**src/rtl/hdmi_sched_pkg.sv**
```systemverilog
// Shared types and constants for the HDMI processing-mode scheduler.
package hdmi_sched_pkg;

  localparam int unsigned FRAME_CNT_W = 16;
  localparam int unsigned MUTE_CNT_W  = 4;

  localparam logic [1:0] MODE_BYPASS = 2'd0;
  localparam logic [1:0] MODE_GRAY   = 2'd1;
  localparam logic [1:0] MODE_BIN    = 2'd2;
  localparam logic [1:0] MODE_EDGE   = 2'd3;

  typedef enum logic [2:0] {
    ST_IDLE    = 3'd0,
    ST_ALIGN   = 3'd1,
    ST_RUN     = 3'd2,
    ST_PENDING = 3'd3,
    ST_MUTE    = 3'd4
  } sched_state_t;

endpackage

```
**src/rtl/vs_edge_det.sv**
```systemverilog
// Vertical-sync activation detector: one-flop history, polarity-aware.
module vs_edge_det #(
  parameter bit VS_POL = 1'b1
) (
  input  logic pixclk_in,
  input  logic rst_n,
  input  logic vs_in,
  output logic vs_rise_c
);

  logic vs_act_c;
  logic vs_act_q;

  assign vs_act_c = (vs_in == VS_POL);

  // History holds "was active", so reset means inactive regardless of polarity.
  always_ff @(posedge pixclk_in or negedge rst_n) begin
    if (!rst_n) vs_act_q <= 1'b0;
    else        vs_act_q <= vs_act_c;
  end

  assign vs_rise_c = vs_act_c & ~vs_act_q;

endmodule

```
**src/rtl/hdmi_proc_sched.sv**
```systemverilog
// Frame-synchronous mode scheduler for the HDMI pixel chain (mux select + mute).
// Optional frame counter enabled by defining HDMI_SCHED_FRAME_CNT_EN.
module hdmi_proc_sched
  import hdmi_sched_pkg::*;
#(
  parameter int unsigned MODE_W      = 2,
  parameter int unsigned MUTE_FRAMES = 2,
  parameter bit          VS_POL      = 1'b1
) (
  input  logic                   pixclk_in,
  input  logic                   rst_n,
  input  logic                   init_over,
  input  logic                   vs_in,
  input  logic                   req_valid,
  input  logic [MODE_W-1:0]      req_mode,
  output logic                   req_ready,
  output logic                   req_done,
  output logic [MODE_W-1:0]      sel_out,
  output logic                   mute,
  output logic [FRAME_CNT_W-1:0] frame_cnt
);

  sched_state_t          state_q, state_nxt;
  logic [MODE_W-1:0]     pend_mode_q, pend_mode_nxt;
  logic [MODE_W-1:0]     sel_nxt;
  logic [MUTE_CNT_W-1:0] mute_cnt_q, mute_cnt_nxt;
  logic                  mute_nxt;
  logic                  ready_nxt;
  logic                  done_nxt;
  logic                  vs_rise_c;

  vs_edge_det #(.VS_POL(VS_POL)) u_vs_edge_det (
    .pixclk_in (pixclk_in),
    .rst_n     (rst_n),
    .vs_in     (vs_in),
    .vs_rise_c (vs_rise_c)
  );

  always_ff @(posedge pixclk_in or negedge rst_n) begin
    if (!rst_n) begin
      state_q     <= ST_IDLE;
      pend_mode_q <= MODE_W'(MODE_BYPASS);
      sel_out     <= MODE_W'(MODE_BYPASS);
      mute_cnt_q  <= '0;
      mute        <= 1'b1;
      req_ready   <= 1'b0;
      req_done    <= 1'b0;
    end else begin
      state_q     <= state_nxt;
      pend_mode_q <= pend_mode_nxt;
      sel_out     <= sel_nxt;
      mute_cnt_q  <= mute_cnt_nxt;
      mute        <= mute_nxt;
      req_ready   <= ready_nxt;
      req_done    <= done_nxt;
    end
  end

  // Loss of init overrides every state: mute, drop any pending request, keep sel_out.
  always_comb begin
    state_nxt     = state_q;
    pend_mode_nxt = pend_mode_q;
    sel_nxt       = sel_out;
    mute_cnt_nxt  = mute_cnt_q;
    mute_nxt      = mute;
    done_nxt      = 1'b0;

    if (!init_over) begin
      state_nxt    = ST_IDLE;
      mute_nxt     = 1'b1;
      mute_cnt_nxt = '0;
    end else begin
      case (state_q)
        ST_IDLE: state_nxt = ST_ALIGN;
        ST_ALIGN: begin
          if (vs_rise_c) begin
            state_nxt = ST_RUN;
            mute_nxt  = 1'b0;
          end
        end
        ST_RUN: begin
          if (req_valid && req_ready) begin
            pend_mode_nxt = req_mode;
            if (req_mode == sel_out) done_nxt  = 1'b1;
            else                     state_nxt = ST_PENDING;
          end
        end
        ST_PENDING: begin
          if (vs_rise_c) begin
            sel_nxt = pend_mode_q;
            if (MUTE_FRAMES != 0) begin
              mute_nxt     = 1'b1;
              mute_cnt_nxt = MUTE_CNT_W'(MUTE_FRAMES);
              state_nxt    = ST_MUTE;
            end else begin
              done_nxt  = 1'b1;
              state_nxt = ST_RUN;
            end
          end
        end
        ST_MUTE: begin
          if (vs_rise_c) begin
            if (mute_cnt_q == MUTE_CNT_W'(1)) begin
              mute_nxt     = 1'b0;
              done_nxt     = 1'b1;
              mute_cnt_nxt = '0;
              state_nxt    = ST_RUN;
            end else begin
              mute_cnt_nxt = mute_cnt_q - MUTE_CNT_W'(1);
            end
          end
        end
        default: state_nxt = ST_IDLE;
      endcase
    end

    ready_nxt = (state_nxt == ST_RUN);
  end

`ifdef HDMI_SCHED_FRAME_CNT_EN
  logic [FRAME_CNT_W-1:0] frame_cnt_q;

  // Counts frames outside IDLE; cleared on the same edge that enters IDLE.
  always_ff @(posedge pixclk_in or negedge rst_n) begin
    if (!rst_n)                            frame_cnt_q <= '0;
    else if (!init_over)                   frame_cnt_q <= '0;
    else if (state_q != ST_IDLE && vs_rise_c) frame_cnt_q <= frame_cnt_q + FRAME_CNT_W'(1);
  end

  assign frame_cnt = frame_cnt_q;
`else
  assign frame_cnt = '0;
`endif

endmodule

```
**config.mk**
```make
export PLATFORM = sky130hd
export DESIGN_NAME = hdmi_proc_sched
export DESIGN_NICKNAME = d
export VERILOG_FILES = /design/src/rtl/hdmi_sched_pkg.sv /design/src/rtl/vs_edge_det.sv /design/src/rtl/hdmi_proc_sched.sv
export SDC_FILE = /design/constraint.sdc
export NUM_CORES = 1
export LEC_CHECK = 0
export CAP_MARGIN = 20
export CORE_ASPECT_RATIO = 0.8
export CORE_MARGIN = 10
export CORE_UTILIZATION = 40
export CTS_CLUSTER_DIAMETER = 120
export DETAILED_ROUTE_END_ITERATION = 12
export PLACE_DENSITY = 0.7
export SYNTH_ARGS = -nofsm -noshare
export SYNTH_HDL_FRONTEND = slang
export SYNTH_SLANG_ARGS = --single-unit
```
**constraint.sdc**
```tcl
create_clock -name pixclk_in -period 1.85 [get_ports pixclk_in]
set_clock_uncertainty 0.1 [all_clocks]
set_input_delay 0.37 -clock pixclk_in [delete_from_list [all_inputs] [get_ports pixclk_in]]
set_output_delay 0.37 -clock pixclk_in [all_outputs]
set_load 0.02 [all_outputs]
```
==> results by stage, run 1 <==
STA:
- Setup repair after global routing left no endpoint under its margin.
- For the final routed database, the setup TNS stands at 0 ns.
- The maximum clock frequency is 566 MHz.
- The final-report hold violation count is 0.
- Of the available clock period, the critical path in the final layout requires 95.5%.
- The count of pins over their slew limit is 0.
- Counting I/O delays and the setup requirement, the final critical path takes 1.77 ns.
- The count of final setup violators is 0.
- Once routing completed, OpenROAD measured the worst setup slack at 0.0835 ns.

Drt:
- The routed design has 1950 microns of wire.
- After detailed routing, the average wire length per cell comes to 14.3 microns.
- The pre-antenna-repair detailed-routing pass consisted of 4 iterations.
- The detailed router's first-iteration violation count is 25.
- Once detail routing completed, the nets flagged for antenna violations numbered 0.
- The ratio of routed vias to standard cells is 5.00.
- The final route contains 680 vias.
- The total DRC errors in the routed layout is 0.

Final layout:
- The area of combinational cells with multiple inputs is 455 sq um.
- From synthesis to final layout, the design area changed by 14.7%.
- For this run, the post-layout net count is 121.
- The count of cells in the finished layout, fillers not included, comes to 136.
- Measured on the finished design, the core utilization comes to 48.8%.
- The area occupied by registers is 377 sq um.
- The fraction of final layout cells with drive strength greater than 1 is 18.0%.
- The antenna diode instance count is 0.
- The number of fillers in the final layout is 206.

Placement:
- The number of buffers inserted by port buffering is 11.
- The placer's final routability congestion estimate is 0.850.
- Once placement completed, the tool counted placed cells totaling 132.
- Detailed placement finished with a half-perimeter wire length of 1570 microns.
- The worst slack after detailed placement is -0.267 ns.

Clock network:
- For the worst-skew pair, the clock arrives at the later sink with an insertion delay of 0.28 ns.
- TritonCTS created 3 clock buffers.
- The number of levels the H-tree was split into is 1.
- The number of setup buffers added after CTS is 0.
- Clock-pin slew was measured on the worst setup and hold paths at 0.09 ns.
- TritonCTS built the clock tree.
- The clock net sink count is 15.
- The root buffer selected by CTS is sky130_fd_sc_hd__clkbuf_4.
- The number of buffers on the longest clock path is 2.

Setup path:
- The worst reg2reg path endpoint is sel_out[1].
- The kind of end point of the critical path is an output pin.
- The critical path launch point type is a register.
- The kind of cell with the highest combined delay along the critical path is buffers and inverters.
- Among all stages on the critical path, the largest delay is contributed by sky130_fd_sc_hd__clkdlybuf4s50_1.
- For this run, the slowest stage of the critical path takes 0.62 ns.
- The number of cell instances on the worst register-to-register path is 4.
- The critical path buffer and inverter count is 1.
- The maximum net fanout on the critical path is 3.
- STA puts the critical path data required time at 1.38 ns.
- In this run the number of cells on the critical path is 1.
- The source of the worst register-to-register timing path is u_vs_edge_det.vs_act_q.
- Data on the critical path arrives at its endpoint at 1.30 ns.
- Across all register-to-register paths, the minimum setup slack is 0.09 ns.
- The type of the worst setup path is register to output pin.
- Walking the worst path, the cells encountered are clkdlybuf4s50_1.

GRT:
- The layer flagged by global routing as most heavily used is met2.
- The via count of the first global-routing pass came to 632.
- The largest net degree at the start of global routing is 13.
- The first global-routing pass estimated 3080 microns of wire.
- In the global route stage, met1 resource usage came out at 10.8%.
- The initial antenna violation count is 0.
- In the global route stage, overall resource usage came out at 8.15%.
- Summed over all layers, the global routing overflow is 0.
- The met2 capacity usage during global routing is 11.1%.
- The global-route track usage on met3 is 4.85%.

Synthesis:
- The leading register cell type out of synthesis is sky130_fd_sc_hd__dfrtp_1.
- The post-synthesis compound-gate area fraction is 10.3%.
- The simple-gate share of the synthesized area is 21.8%.
- The number of synthesized flops with an enable pin is 0.
- The xor/xnor cell area share of the yosys netlist is 1.88%.
- Synthesis produced 92 cells.
- The post-synthesis async set-or-reset flop share is 100%.
- The cell area that synthesis handed to floorplanning was 933 sq um.
- The average cell area after synthesis is 10.1 sq um.
- The number of flip-flops and latches in the synthesized netlist is 15.
- Of the total synthesized cell area, the portion taken by full adders, half adders and majority gates is 2.68%.
- After synthesis, the largest family of logic cells by area is simple AND/OR/NAND/NOR gates.
- The portion of synthesized area spent on multiplexers is 5.63%.
- The Yosys step of the flow raised 0 warnings.
- The proportion of synthesized chip area in sequential cells is 40.3%.
- The count of different cell masters after synthesis is 35.

Flow run:
- The reported max-cap violation count is 0.

Run status:
- The run finished with clean final reports.

Die:
- The initial utilization of the core area, before any placement, comes to 42.5%.
- The core region is 2200 sq um.
- The width of the chip is 74.0 microns.
- The die covers 4680 sq um.
- The I/O pin count is 28.
- The vertical die dimension is 63.2 microns.
- The initialized floorplan defines 15 standard-cell rows.

Pwr:
- Summed over all cells, the static leakage comes to 0.000526 uW.
- In this run the power density over the cells is 604 nW/um^2.
- The total power draw is 647 uW.
- The maximum ir drop on the vdd rail is 0.420 mV.

Worst hold path:
- The path with the worst hold slack has its endpoint at u_vs_edge_det.vs_act_q.
- The hold path startpoint is vs_in.
- In this run the worst hold path is classified as primary input to register.
- Counting instances, the worst hold path has a depth of 2.
-- flip-flops by register name, indices dropped and copies added (netlist names) --
name                    count
req_done                    1
pend_mode_q                 2
req_ready                   1
state_q                     3
mute                        1
u_vs_edge_det.vs_act_q      1
mute_cnt_q                  4
sel_out                     2
-- how the worst max path moves through the flow --
stage	endpoint	start
after CTS	sel_out[0]	sel_out[0]
after global placement	sel_out[1]	vs_in
after global routing	sel_out[1]	sel_out[1]
final	sel_out[1]	sel_out[1]
after floorplan	sel_out[0]	u_vs_edge_det.vs_act_q
after detailed placement	sel_out[0]	vs_in
-- through the flow --
stage	instance area, sq um	hold WS, ns
after floorplan	990	-0.0256
after global routing	1070	0.242
after detailed placement	1040	0.399
after global placement	1040	0.387
final	1070	0.247
after CTS	1070	0.300
-- kinds of logic after synthesis --
family	Yosys count
AO/OA/AOI/OAI	15
other	1
multiplexers	4
AND/OR/NAND/NOR	31
adder cells (fa/ha/maj)	2
flip-flops	15
XOR/XNOR	2
buffers and inverters	22
-- repair_timing --
action	in CTS	in global routing
pin swaps	0	2
gates resized for setup	1	2
hold buffers	0	0
setup endpoints to repair	1	3
-- per-layer routing --
metal	vias to the layer above	share of wire, %
met2	35	44
li1	329	-
met1	316	46
met4	0	0
met5	-	0
met3	0	10
-- cells in the mapped netlist (all sizes together) (3+ instances only) --
cell type	count	area, sq um
inv	4	15.0
nor2	4	15.0
buf	16	120
o21ai	4	20.0
nor3b	3	22.5
dfrtp	14	350
a21oi	4	20.0
nand2	4	15.0
mux2	4	52.6
nand4	3	18.8
-- layout make-up --
class | instances | area share [%]
sequential | 15 | 35.2
tap | 25 | 2.92
inverter | 4 | 1.40
timing repair buffer | 18 | 15.5
clock buffer | 4 | 2.45
multi-input combinational | 70 | 42.5
-- where the power goes --
| part | total (uW) | switching, uW | internal (uW) | leakage (uW) |
|---|---|---|---|---|
| sequential | 346 | 8.68 | 337 | 0.000201 |
| clock | 186 | 103 | 83.6 | 0.0000150 |
| combinational | 114 | 71.5 | 43.0 | 0.000310 |
-- layout by cell type (no fill, tap or decap), types with 4 or more instances in the layout --
cell type	netlist	routed
sky130_fd_sc_hd__conb_1	1	16
sky130_fd_sc_hd__dfrtp_1	14	14
sky130_fd_sc_hd__clkdlybuf4s50_1	0	8
sky130_fd_sc_hd__buf_4	16	7
sky130_fd_sc_hd__nor2_1	4	4
sky130_fd_sc_hd__o21ai_0	4	4
sky130_fd_sc_hd__nand2_1	4	4
sky130_fd_sc_hd__a21oi_1	4	4
Note: power is estimated with default switching activity, not from simulation.
==> run 2: changes to the inputs <==
SLEW_MARGIN = 20   (was not set)
==> results of run 2 <==
Same layout as run 1: the final DEF is identical, and so are final timing and power.
==> run 3: changes to the inputs <==
CTS_CLUSTER_SIZE = 20   (was not set)
==> results of run 3 <==
Same layout as run 1: the final DEF is identical, and so are final timing and power.
